--- config.mk ---
export PLATFORM = sky130hd
export DESIGN_NAME = punc_control_mc
export DESIGN_NICKNAME = d
export VERILOG_FILES = /design/src/rtl/punc_control_mc.sv
export SDC_FILE = /design/constraint.sdc
export NUM_CORES = 1
export LEC_CHECK = 0
export ABC_AREA = 1
export BUFFER_PORTS_ARGS = -buffer_cell sky130_fd_sc_hd__buf_2
export CORE_AREA = 5 5 46 48
export CTS_CLUSTER_SIZE = 25
export DETAILED_ROUTE_END_ITERATION = 7
export DIE_AREA = 0 0 51 53
export PLACE_DENSITY = 0.87
export SLEW_MARGIN = 5
export SYNTH_ARGS = -nofsm -noshare
export SYNTH_HDL_FRONTEND = slang
export SYNTH_SLANG_ARGS = --single-unit
--- constraint.sdc ---
create_clock -name clk -period 1.4 [get_ports clk]
set_input_delay 0.21 -clock clk [delete_from_list [all_inputs] [get_ports clk]]
set_output_delay 0.21 -clock clk [all_outputs]
set_load 0.05 [all_outputs]
--- src/rtl/punc_control_mc.sv ---
// punc_control_mc: multi-cycle PUnC LC3 control FSM with a req/ack memory handshake and optional timeout
module punc_control_mc #(
  parameter int TIMEOUT_CYCLES = 0,
  parameter int ILLEGAL_HALT = 1,
  parameter int TCW = 8
) (
  input  logic        clk,
  input  logic        rst_n,
  input  logic [15:0] ir,
  input  logic [2:0]  nzp,
  input  logic        mem_ack,
  output logic        mem_req,
  output logic        mem_w_en,
  output logic [1:0]  mem_addr_sel,
  output logic        mdr_ld,
  output logic        ir_ld,
  output logic        rf_w_en,
  output logic        rf_w_addr_sel,
  output logic [1:0]  rf_w_data_sel,
  output logic        rf_r0_addr_sel,
  output logic        rf_r1_addr_sel,
  output logic        cc_ld,
  output logic        pc_ld,
  output logic        pc_clr,
  output logic        pc_inc,
  output logic [1:0]  pc_ld_data_sel,
  output logic [2:0]  alu_sel,
  output logic        halted,
  output logic        err
);
  typedef enum logic [2:0] {INIT, FETCH, DECODE, EXEC, EXEC_I, WB, HALT} state_t;
  localparam logic [3:0] OP_BR = 4'b0000, OP_ADD = 4'b0001, OP_LD = 4'b0010, OP_ST = 4'b0011,
                         OP_JSR = 4'b0100, OP_AND = 4'b0101, OP_LDR = 4'b0110, OP_STR = 4'b0111,
                         OP_NOT = 4'b1001, OP_LDI = 4'b1010, OP_STI = 4'b1011, OP_JMP = 4'b1100,
                         OP_LEA = 4'b1110, OP_HLT = 4'b1111;
  state_t state;
  logic [TCW-1:0] cnt;
  logic [3:0] op;
  logic ld_op, st_op, ind_op, mem_op, illegal, timeout, unused_ir;
  assign op = ir[15:12];
  assign ld_op = op == OP_LD || op == OP_LDR;
  assign st_op = op == OP_ST || op == OP_STR;
  assign ind_op = op == OP_LDI || op == OP_STI;
  assign mem_op = ld_op || st_op || ind_op;
  assign illegal = op == 4'b1000 || op == 4'b1101;
  assign timeout = TIMEOUT_CYCLES != 0 && mem_req && !mem_ack && cnt + TCW'(1) == TCW'(TIMEOUT_CYCLES);
  assign unused_ir = ^{ir[8:6], ir[4:0]};
  assign rf_r0_addr_sel = 1'b0;
  assign halted = state == HALT;
  // Moore decode of state/opcode; only ir_ld and mdr_ld follow mem_ack combinationally
  always_comb begin
    mem_req = 1'b0;
    mem_w_en = 1'b0;
    mem_addr_sel = 2'd0;
    mdr_ld = 1'b0;
    ir_ld = 1'b0;
    rf_w_en = 1'b0;
    rf_w_addr_sel = 1'b0;
    rf_w_data_sel = 2'd0;
    rf_r1_addr_sel = 1'b0;
    cc_ld = 1'b0;
    pc_ld = 1'b0;
    pc_clr = 1'b0;
    pc_inc = 1'b0;
    pc_ld_data_sel = 2'd0;
    alu_sel = 3'b000;
    case (state)
      INIT: pc_clr = 1'b1;
      FETCH: begin
        mem_req = 1'b1;
        ir_ld = mem_ack;
      end
      DECODE: pc_inc = 1'b1;
      EXEC: begin
        mem_req = mem_op;
        mem_w_en = st_op;
        mem_addr_sel = (op == OP_LDR || op == OP_STR) ? 2'd3 : mem_op ? 2'd1 : 2'd0;
        mdr_ld = (ld_op || ind_op) && mem_ack;
        rf_r1_addr_sel = st_op;
        rf_w_en = op inside {OP_ADD, OP_AND, OP_NOT, OP_JSR, OP_LEA};
        cc_ld = op inside {OP_ADD, OP_AND, OP_NOT, OP_LEA};
        rf_w_addr_sel = op == OP_JSR;
        rf_w_data_sel = op == OP_JSR ? 2'd2 : op == OP_LEA ? 2'd3 : 2'd0;
        pc_ld = op == OP_JMP || op == OP_JSR || (op == OP_BR && (ir[11:9] & nzp) != 3'b000);
        pc_ld_data_sel = op == OP_JMP ? 2'd2 : op == OP_JSR ? (ir[11] ? 2'd1 : 2'd2) : 2'd0;
        alu_sel = op == OP_NOT ? 3'b110 : op == OP_AND ? (ir[5] ? 3'b101 : 3'b011) :
                  op == OP_ADD ? {2'b00, ir[5]} : 3'b000;
      end
      EXEC_I: begin
        mem_req = 1'b1;
        mem_addr_sel = 2'd2;
        mem_w_en = op == OP_STI;
        rf_r1_addr_sel = op == OP_STI;
        mdr_ld = op == OP_LDI && mem_ack;
      end
      WB: begin
        rf_w_en = 1'b1;
        rf_w_data_sel = 2'd1;
        cc_ld = 1'b1;
      end
      default: ;
    endcase
  end
  // state sequencing, wait-cycle counter and sticky error flag
  always_ff @(posedge clk or negedge rst_n) begin
    if (!rst_n) begin
      state <= INIT;
      cnt <= '0;
      err <= 1'b0;
    end else begin
      cnt <= (mem_req && !mem_ack && !timeout) ? cnt + TCW'(1) : '0;
      if (timeout) begin
        state <= HALT;
        err <= 1'b1;
      end else begin
        case (state)
          INIT: state <= FETCH;
          FETCH: if (mem_ack) state <= DECODE;
          DECODE: state <= EXEC;
          EXEC:
            if (mem_op) begin
              if (mem_ack) state <= st_op ? FETCH : ind_op ? EXEC_I : WB;
            end else if (op == OP_HLT) state <= HALT;
            else if (illegal && ILLEGAL_HALT != 0) begin
              state <= HALT;
              err <= 1'b1;
            end else state <= FETCH;
          EXEC_I: if (mem_ack) state <= op == OP_STI ? FETCH : WB;
          WB: state <= FETCH;
          HALT: state <= HALT;
          default: state <= INIT;
        endcase
      end
    end
  end
endmodule

==> results.py, run 1 <==
metrics = {
    "grt": {
        "grt_max_degree": 8,
        "grt_util_all_layers": 0.249,
        "grt_pass1_vias": 1059,
        "antenna_found_initial": 0,
        "grt_pass1_wl_mm": 5.00,
        "overflow": 0,
    },
    "detailed_routing": {
        "vias": 1093,
        "drt_pass1_iterations": 5,
        "totalWireLength_mm": 3.10,
        "viasPerCell": 5.47,
        "drc": 0,
        "antenna_left": 0,
        "first_iter_violations": 50,
        "wl_per_cell_um": 15.5,
    },
    "sta": {
        "setup_tns_ns": -5.79,
        "fin_crit_ns": 1.80,
        "final_max_slew_viol_count": 0,
        "max_freq_ghz": 0.556,
        "clock_skew_ns": 0.0116,
        "grt_setup_unrepaired": "yes",
        "finalSetupViolations": 23,
        "finalWorstSetupSlack_ns": -0.400,
        "hold_viol": 0,
        "finalCritPeriodShare": 1.29,
    },
    "clock_tree": {
        "root_buffer": "clkbuf_4",
        "clk_pin_slew_worst_paths_ns": 0.05,
        "clk-insertion-delay-late_ns": 0.25,
        "htreeDepth": 1,
        "cts_tree": "built",
        "ctsLongestPathBuffers": 2,
        "clock-sinks": 4,
        "numCtsBuffers": 3,
    },
    "floorplanning": {
        "design.core.area_um2": 1670,
        "dieArea_um2": 2700,
        "die_h_um": 53,
        "rows": 15,
        "die_x_um": 51,
        "start_util": 0.373,
        "pin_count": 45,
    },
    "setup_path": {
        "critPathMaxFanout": 4,
        "worstPathRequired_ns": 1.19,
        "arrival_ns": 1.59,
        "cp-end-kind": "output port",
        "start_kind": "flip-flop",
        "crit_type": "flip-flop to output port",
    },
    "synthesis": {
        "syn-instance-count": 114,
        "synth_nets": 136,
        "avgSynthCellArea_um2": 5.47,
        "yosysSeqAreaShare": 0.161,
        "synth_seq_cells": 4,
        "syn_area_um2": 623,
        "ys_warn_count": 0,
        "synth_cell_types": 25,
    },
    "placed_design": {
        "post_dp_cell_area_um2": 1130,
        "gp_congestion": 0.808,
        "place_inst": 191,
        "portBuffers": 35,
        "post-dp-hpwl_mm": 2.02,
    },
    "power": {
        "powerDensity_nw_per_um2": 1900,
        "leakage_uw": 0.000771,
        "irDropWorstVdd_mv": 1.54,
        "total_power_uw": 2780,
    },
    "cells_and_area": {
        "area_growth_pct": 136,
        "n_fill_cell": 76,
        "drive_above_1_share": 0.607,
        "finalInstanceArea_um2": 1470,
        "stdcell_count": 200,
        "fin_nets": 206,
        "antenna_cells": 0,
        "utilization": 0.879,
    },
    "min_path": {
        "min-delay-path-class": "input pin to asynchronous set/reset pin",
    },
    "status": {
        "status": "finished, violations left",
        "failed_checks": "setup timing",
    },
    "job": {
        "maxCapViolations": 0,
    },
}
-- final cells by class --
| cell class | instances | area [um2] | area share |
|---|---|---|---|
| timing repair buffer | 70 | 614 | 0.418 |
| sequential | 4 | 103 | 0.0698 |
| inverter | 16 | 65.1 | 0.0443 |
| multi-input combinational | 89 | 639 | 0.435 |
| clock buffer | 4 | 26.3 | 0.0179 |
| tap | 17 | 21.3 | 0.0145 |
-- cell usage after synthesis (all sizes together) --
cell type,number,area [um2]
a21boi,1,7.51
a21o,1,8.76
a21oi,4,20.0
a221oi,1,8.76
a22o,1,10.0
a31oi,1,6.26
buf,5,38.8
conb,1,3.75
dfrtp,4,100
inv,16,60.1
nand2,38,150
nand3,10,50.1
nand4,1,6.26
nor2,18,82.6
nor3,5,30.0
o21ai,5,25.0
o21bai,1,7.51
o31ai,1,7.51
-- flip-flops by register name, indices dropped and copies added (netlist names) --
signal / cells
err: 1
state: 3
-- path summary, 6_finish.rpt --
check / from / end / slack, ns / cells past startpoint
min in group clk: mem_ack / state[2]$_DFFE_PN0P_ / 0.34 / 4
setup / recovery: state[0]$_DFFE_PN0P_ / mem_addr_sel[1] / -0.40 / 7
setup reg to reg: state[2]$_DFFE_PN0P_ / state[0]$_DFFE_PN0P_ / -0.14 / 10
hold reg to reg: err$_DFFE_PN0P_ / err$_DFFE_PN0P_ / 0.48 / 1
max in group asynchronous: rst_n / state[0]$_DFFE_PN0P_ / 0.98 / 2
hold / removal: rst_n / state[1]$_DFFE_PN0P_ / 0.29 / 2
-- routing by layer --
layer  vias up  share of wire  track usage
met5         -              0            0
met4         0          0.018       0.0717
met3        10          0.066       0.0310
met2        69           0.53        0.476
met1       509           0.39        0.286
li1        505              -            -
-- timing repair --
| action | 4_1_cts | 5_1_grt |
|---|---|---|
| gates resized for setup | 65 | 11 |
| pin swaps | 9 | 6 |
| buffers inserted | 4 | 1 |
| endpoints found under the setup margin | 24 | 24 |
| hold buffers | 1 | 0 |
| hold endpoints to repair | 4 | 0 |
-- report_power, final --
part | total, uW | leakage, uW | internal (uW) | switching [uW]
clock | 165 | 0.0000150 | 108 | 57.4
combinational | 2370 | 0.000711 | 982 | 1390
sequential | 248 | 0.0000453 | 180 | 68.2
total | 2780 | 0.000771 | 1270 | 1520
-- worst max-delay path: stages, from the launching register on --
cell	delay, ns
dfrtp_1	0.38
inv_2	0.07
nor2_4	0.13
nand2_4	0.08
buf_4	0.13
buf_6	0.13
o31ai_4	0.24
buf_6	0.19
-- placed cells by master, fill, tap and decap left out, types with 2 or more instances in the layout --
| master | Yosys | layout |
|---|---|---|
| nand2_2 | 3 | 3 |
| nand3_2 | 0 | 3 |
| inv_1 | 14 | 11 |
| nor2_1 | 16 | 10 |
| inv_4 | 0 | 2 |
| buf_2 | 1 | 14 |
| nand2_4 | 0 | 5 |
| nor3_1 | 4 | 2 |
| nand2_1 | 35 | 30 |
| o21ai_0 | 4 | 2 |
| buf_6 | 1 | 17 |
| nor2_4 | 2 | 7 |
| nand3_1 | 10 | 6 |
| dfrtp_2 | 0 | 2 |
| a21oi_4 | 0 | 3 |
| inv_2 | 2 | 3 |
| dfrtp_1 | 4 | 2 |
| buf_8 | 0 | 6 |
| clkbuf_4 | 0 | 3 |
| buf_4 | 3 | 31 |
| nor3_4 | 0 | 3 |
-- logic make-up (layout without fill, tap and decap cells) --
| family | after synthesis | count (layout) | share of synthesized area |
|---|---|---|---|
| simple gates | 72 | 72 | 0.512 |
| compound gates | 16 | 16 | 0.163 |
| buf+inv | 21 | 90 | 0.159 |
| other cells | 1 | 1 | 0.00602 |
| flops | 4 | 4 | 0.161 |
-- stage by stage --
step / hold slack (ns) / worst slack, ns
after global placement: 0.0126 / -0.205
after global routing: 0.298 / -0.491
after CTS: 0.288 / -0.345
after floorplan: -0.0856 / -0.387
after detailed placement: 0.0140 / -0.245
final: 0.294 / -0.400
Power figures use the tool's default switching activity.
==> inputs of run 2 (changes only) <==
--- a/config.mk
+++ b/config.mk
@@ -12,6 +12,7 @@
 export DETAILED_ROUTE_END_ITERATION = 7
 export DIE_AREA = 0 0 51 53
 export PLACE_DENSITY = 0.87
+export SETUP_SLACK_MARGIN = 0.1
 export SLEW_MARGIN = 5
 export SYNTH_ARGS = -nofsm -noshare
 export SYNTH_HDL_FRONTEND = slang
==> run 2 against run 1 <==
Register-to-register slack got worse by 0.05 ns. Power rose by 24%. Highest routed layer unchanged. The run still ends with setup timing left. Critical path type unchanged. Setup slack got worse by 0.067 ns. First-iteration DRC count rose to 2.9 times the previous value. Clock skew fell by 0.0063 ns. Hold slack got worse by 0.0034 ns. Sequential power rose by 15%. Largest cell class unchanged.
==> results.py, run 2 (synthesis results as in run 1) <==
metrics = {
    "placed_design": {
        "portBuffers": 35,
        "place_inst": 195,
        "pre_cts_ws_ns": -0.271,
        "post-dp-hpwl_mm": 2.17,
        "gp_congestion": 0.871,
    },
    "cells_and_area": {
        "stdcell_count": 209,
        "drive_above_1_share": 0.688,
        "n_fill_cell": 29,
        "regMostFlops": "state",
        "mostFrequentLayoutCells": "33 x buf_4, 24 x buf_6, 23 x nand2_1, 14 x buf_2, 11 x inv_1",
        "reg_top3": "state (3), err (1)",
        "utilization": 0.972,
        "final_common_cell": "buf_4",
        "largest_register_ffs": 3,
        "fin_nets": 215,
        "antenna_cells": 0,
        "area_growth_pct": 160,
    },
    "detailed_routing": {
        "drt_pass1_iterations": 5,
        "vias": 1366,
        "drc": 0,
        "viasPerCell": 6.54,
        "antenna_left": 0,
        "wl_per_cell_um": 24.6,
        "totalWireLength_mm": 5.13,
        "first_iter_violations": 147,
    },
    "grt": {
        "overflow": 0,
        "grt_pass1_wl_mm": 6.04,
        "antenna_found_initial": 0,
        "grt_pass1_vias": 1226,
        "grt_util_all_layers": 0.307,
        "grt_max_degree": 8,
    },
    "status": {
        "status": "finished, violations left",
        "failed_checks": "setup timing",
    },
    "setup_path": {
        "arrival_ns": 1.66,
        "critPathMaxFanout": 4,
        "cp-end-kind": "output port",
        "start_kind": "flip-flop",
        "worstPathRequired_ns": 1.19,
        "crit_type": "flip-flop to output port",
        "worstPathCellList": "buf_4 -> nand2_2 -> inv_2 -> o21ai_0 -> o21ai_2 -> nor3_4 -> buf_6",
        "slowest_stage": "dfrtp_2",
        "max_stage_delay_ns": 0.45,
    },
    "floorplanning": {
        "pin_count": 45,
        "rows": 15,
        "dieArea_um2": 2700,
        "die_x_um": 51,
        "start_util": 0.373,
        "design.core.area_um2": 1670,
        "die_h_um": 53,
    },
    "clock_tree": {
        "clk-insertion-delay-late_ns": 0.27,
        "clock-sinks": 4,
        "ctsLongestPathBuffers": 2,
        "root_buffer": "clkbuf_4",
        "numCtsBuffers": 3,
        "clk_pin_slew_worst_paths_ns": 0.06,
        "cts_tree": "built",
        "htreeDepth": 1,
    },
    "sta": {
        "final_max_slew_viol_count": 0,
        "grt_setup_unrepaired": "yes",
        "clock_skew_ns": 0.00531,
        "finalWorstSetupSlack_ns": -0.467,
        "finalCritPeriodShare": 1.33,
        "max_freq_ghz": 0.536,
        "finalSetupViolations": 25,
        "hold_viol": 0,
        "setup_tns_ns": -7.59,
        "fin_crit_ns": 1.87,
    },
    "job": {
        "maxCapViolations": 0,
    },
    "power": {
        "irDropWorstVdd_mv": 1.72,
        "leakage_uw": 0.000851,
        "powerDensity_nw_per_um2": 2130,
    },
    "min_path": {
        "min-delay-path-class": "input pin to asynchronous set/reset pin",
    },
}
## run 2: cell types whose count changed in the layout (fill, tap and decap cells not counted), sizes merged
cell and delta:
buf +9
## run 2: stage by stage
stage,cell area [um2],hold WS (ns),power (uW)
2_1_floorplan,772,-0.0856,1480
3_3_place_gp,1180,0.0117,2010
4_1_cts,1480,0.297,2790
3_5_place_dp,1180,0.0138,2080
6_report,1620,0.291,3460
5_1_grt,1620,0.306,3530
## run 2: path summary, 6_finish.rpt
path                                      start                    to  slack (ns)  depth (start not counted)
setup / recovery           state[2]$_DFFE_PN0P_                mdr_ld       -0.47                          7
hold / removal                            rst_n  state[2]$_DFFE_PN0P_        0.29                          2
setup reg to reg           state[2]$_DFFE_PN0P_  state[2]$_DFFE_PN0P_       -0.19                          8
hold reg to reg                 err$_DFFE_PN0P_       err$_DFFE_PN0P_        0.50                          1
max in group asynchronous                 rst_n  state[1]$_DFFE_PN0P_        0.97                          2
min in group clk                        mem_ack  state[2]$_DFFE_PN0P_        0.42                          4
## run 2: timing repair
action,4_1_cts,5_1_grt
hold buffers,1,0
cloned,0,0
pin swaps,9,9
endpoints found under the hold margin,4,0
resized for setup,68,27
buffers inserted,5,8
setup endpoints to repair,24,25
## run 2: worst max-delay path: cells and delay by family, from the launching register on
kind,cells,cell delay (ns)
flops,1,0.45
buf+inv,3,0.44
compound gates,2,0.26
simple gates,2,0.23
## run 2: cell type report
| cell class | instances | area (um2) | area share |
|---|---|---|---|
| inverters | 16 | 60.1 | 0.0370 |
| clock buffers | 4 | 26.3 | 0.0162 |
| well taps | 17 | 21.3 | 0.0131 |
| flip-flops and latches | 4 | 103 | 0.0632 |
| multi-input cells | 89 | 709 | 0.437 |
| repair buffers | 79 | 703 | 0.433 |
## run 2: routing by layer
| metal | part of all wire | vias up | global-route usage |
|---|---|---|---|
| met5 | 0 | - | 0 |
| met4 | 0.12 | 0 | 0.135 |
| met3 | 0.12 | 79 | 0.0451 |
| met2 | 0.42 | 169 | 0.564 |
| met1 | 0.34 | 597 | 0.347 |
| li1 | - | 521 | - |
## run 2: power breakdown
group / switching (uW) / internal, uW
combinational: 1750 / 1230
sequential: 105 / 179
clock: 87.3 / 110
==> inputs of run 3 (changes only) <==
==> constraint.sdc (replaced) <==
create_clock -name clk -period 1.4 [get_ports clk]
set_input_delay 0.14 -clock clk [delete_from_list [all_inputs] [get_ports clk]]
set_output_delay 0.14 -clock clk [all_outputs]
set_load 0.05 [all_outputs]
==> run 3 against run 2 <==
Die area unchanged. Routed wire length down 34%. Clock-buffer cell count decreased by 1. Hold slack worse by 0.028 ns. Critical path type unchanged. Via count down 23%. Sequential share of layout area up 0.92 points. Setup slack improved by 0.13 ns. Highest routed layer unchanged. The flow still finishes with violations (setup timing). Cell area fell by 13%. Non-clock buffer count fell by 19. Sequential power decreased by 7.0%.
==> results.py, run 3 (synthesis results as in run 1) <==
metrics = {
    "status": {
        "status": "finished, violations left",
        "failed_checks": "setup timing",
    },
    "floorplanning": {
        "die_x_um": 51,
        "design.core.area_um2": 1670,
        "start_util": 0.373,
        "rows": 15,
        "dieArea_um2": 2700,
        "die_h_um": 53,
        "pin_count": 45,
    },
    "setup_path": {
        "worstPathRequired_ns": 1.26,
        "crit_cells": 7,
        "crit_family": "simple AND/OR/NAND/NOR gates",
        "start_kind": "flip-flop",
        "cp-end-kind": "output port",
        "r2r-start": "state[2]$_DFFE_PN0P_",
        "worstPathCellList": "inv_2 -> nand2_4 -> nor2_4 -> nand3_4 -> nand3_4 -> o21bai_4 -> buf_6",
        "cpMostUsedCell": "nand3_4",
        "slowest_stage": "dfrtp_2",
        "startpoint": "state[2]$_DFFE_PN0P_",
        "cp_num_buf_inv": 2,
        "r2r_slack_ns": -0.04,
        "r2r_cells": 9,
        "critPathMaxFanout": 5,
        "arrival_ns": 1.60,
        "rr_endpoint": "state[2]$_DFFE_PN0P_",
        "cp-endpoint": "rf_w_en",
        "max_stage_delay_ns": 0.44,
        "crit_type": "flip-flop to output port",
    },
    "detailed_routing": {
        "viasPerCell": 5.54,
        "drc": 0,
        "wl_per_cell_um": 17.9,
        "drt_pass1_iterations": 4,
        "first_iter_violations": 40,
        "antenna_left": 0,
        "totalWireLength_mm": 3.38,
        "vias": 1048,
    },
    "cells_and_area": {
        "largest_register_ffs": 3,
        "final_common_cell": "nand2_1",
        "finalInstanceArea_um2": 1420,
        "area_growth_pct": 127,
        "fin_nets": 196,
        "stdcell_count": 189,
        "antenna_cells": 0,
        "drive_above_1_share": 0.599,
        "mostFrequentLayoutCells": "28 x nand2_1, 20 x buf_4, 16 x buf_6, 14 x buf_2, 12 x inv_1",
        "regMostFlops": "state",
        "reg_top3": "state (3), err (1)",
        "n_fill_cell": 93,
    },
    "grt": {
        "grt_util_all_layers": 0.225,
        "grt_max_degree": 10,
        "overflow": 0,
        "antenna_found_initial": 0,
        "grt_pass1_vias": 1021,
        "grt_pass1_wl_mm": 4.62,
    },
    "clock_tree": {
        "clk-insertion-delay-late_ns": 0.24,
        "clock-sinks": 4,
        "root_buffer": "clkbuf_4",
        "clk_pin_slew_worst_paths_ns": 0.04,
        "cts_tree": "built",
        "htreeDepth": 1,
        "numCtsBuffers": 3,
        "ctsLongestPathBuffers": 2,
    },
    "power": {
        "seqPwrFrac": 0.094,
        "total_power_uw": 2790,
        "switchingPower_uw": 1550,
        "clkPwrFrac": 0.054,
        "powerDensity_nw_per_um2": 1970,
        "leakage_uw": 0.000733,
        "irDropWorstVdd_mv": 1.46,
        "p_int_uw": 1240,
        "switching_share": 0.556,
        "pwr-share-comb": 0.852,
    },
    "sta": {
        "max_freq_ghz": 0.574,
        "finalSetupViolations": 22,
        "grt_setup_unrepaired": "yes",
        "fin_crit_ns": 1.74,
        "hold_ws_ns": 0.263,
        "final_max_slew_viol_count": 0,
        "clock_skew_ns": 0.00319,
        "hold_viol": 0,
        "finalWorstSetupSlack_ns": -0.341,
        "finalCritPeriodShare": 1.24,
    },
    "placed_design": {
        "gp_congestion": 0.807,
        "post-dp-hpwl_mm": 1.84,
        "place_inst": 181,
        "pre_cts_ws_ns": -0.178,
        "post_dp_cell_area_um2": 1060,
        "portBuffers": 35,
    },
    "job": {
        "maxCapViolations": 0,
    },
    "min_path": {
        "min-delay-path-class": "input pin to asynchronous set/reset pin",
    },
}
==> run 3: how the worst min path moves through the flow <==
stage | startpoint | end | slack [ns] | depth (start not counted)
after floorplan | rst_n | err$_DFFE_PN0P_ | -0.16 | 0
after global placement | rst_n | err$_DFFE_PN0P_ | -0.06 | 1
after detailed placement | rst_n | err$_DFFE_PN0P_ | -0.06 | 1
after CTS | rst_n | err$_DFFE_PN0P_ | 0.24 | 2
after global routing | rst_n | state[0]$_DFFE_PN0P_ | 0.27 | 2
final | rst_n | state[0]$_DFFE_PN0P_ | 0.26 | 2
==> run 3: per-stage QoR <==
step	utilization	TNS, ns
final	0.848	-4.25
after detailed placement	0.636	-1.27
after global placement	0.636	-0.850
after global routing	0.848	-5.62
after floorplan	-	-1.78
after CTS	0.763	-3.09
==> run 3: power groups by stage <==
| stage | combinational [uW] | sequential (uW) | clock, uW |
|---|---|---|---|
| finish | 2380 | 264 | 150 |
| global route | 2490 | 270 | 161 |
| CTS | 2000 | 250 | 147 |
| detailed placement | 1700 | 250 | 0 |
| global placement | 1660 | 246 | 0 |
| floorplan | 1170 | 292 | 0 |
==> run 3: what timing repair did <==
item                                    in CTS  in global routing
endpoints found under the hold margin        4                  0
hold buffers                                 1                  0
setup buffers                                1                  5
pin swaps                                    6                 10
endpoints found under the setup margin      24                 24
gates resized for setup                     53                 26
==> run 3: per-layer routing <==
metal / up-vias / wire length, um / GRT usage
met5: - / 0 / 0
met4: 0 / 98 / 0.112
met3: 13 / 135 / 0.0394
met2: 52 / 1830 / 0.406
met1: 501 / 1310 / 0.254
li1: 482 / - / -
==> run 3: layout make-up <==
cell class,count,area (um2),share of cell area
flip-flops and latches,4,103,0.0724
inverters,16,60.1,0.0424
well taps,17,21.3,0.0150
repair buffers,60,546,0.385
clock buffers,3,22.5,0.0159
multi-input cells,89,664,0.469
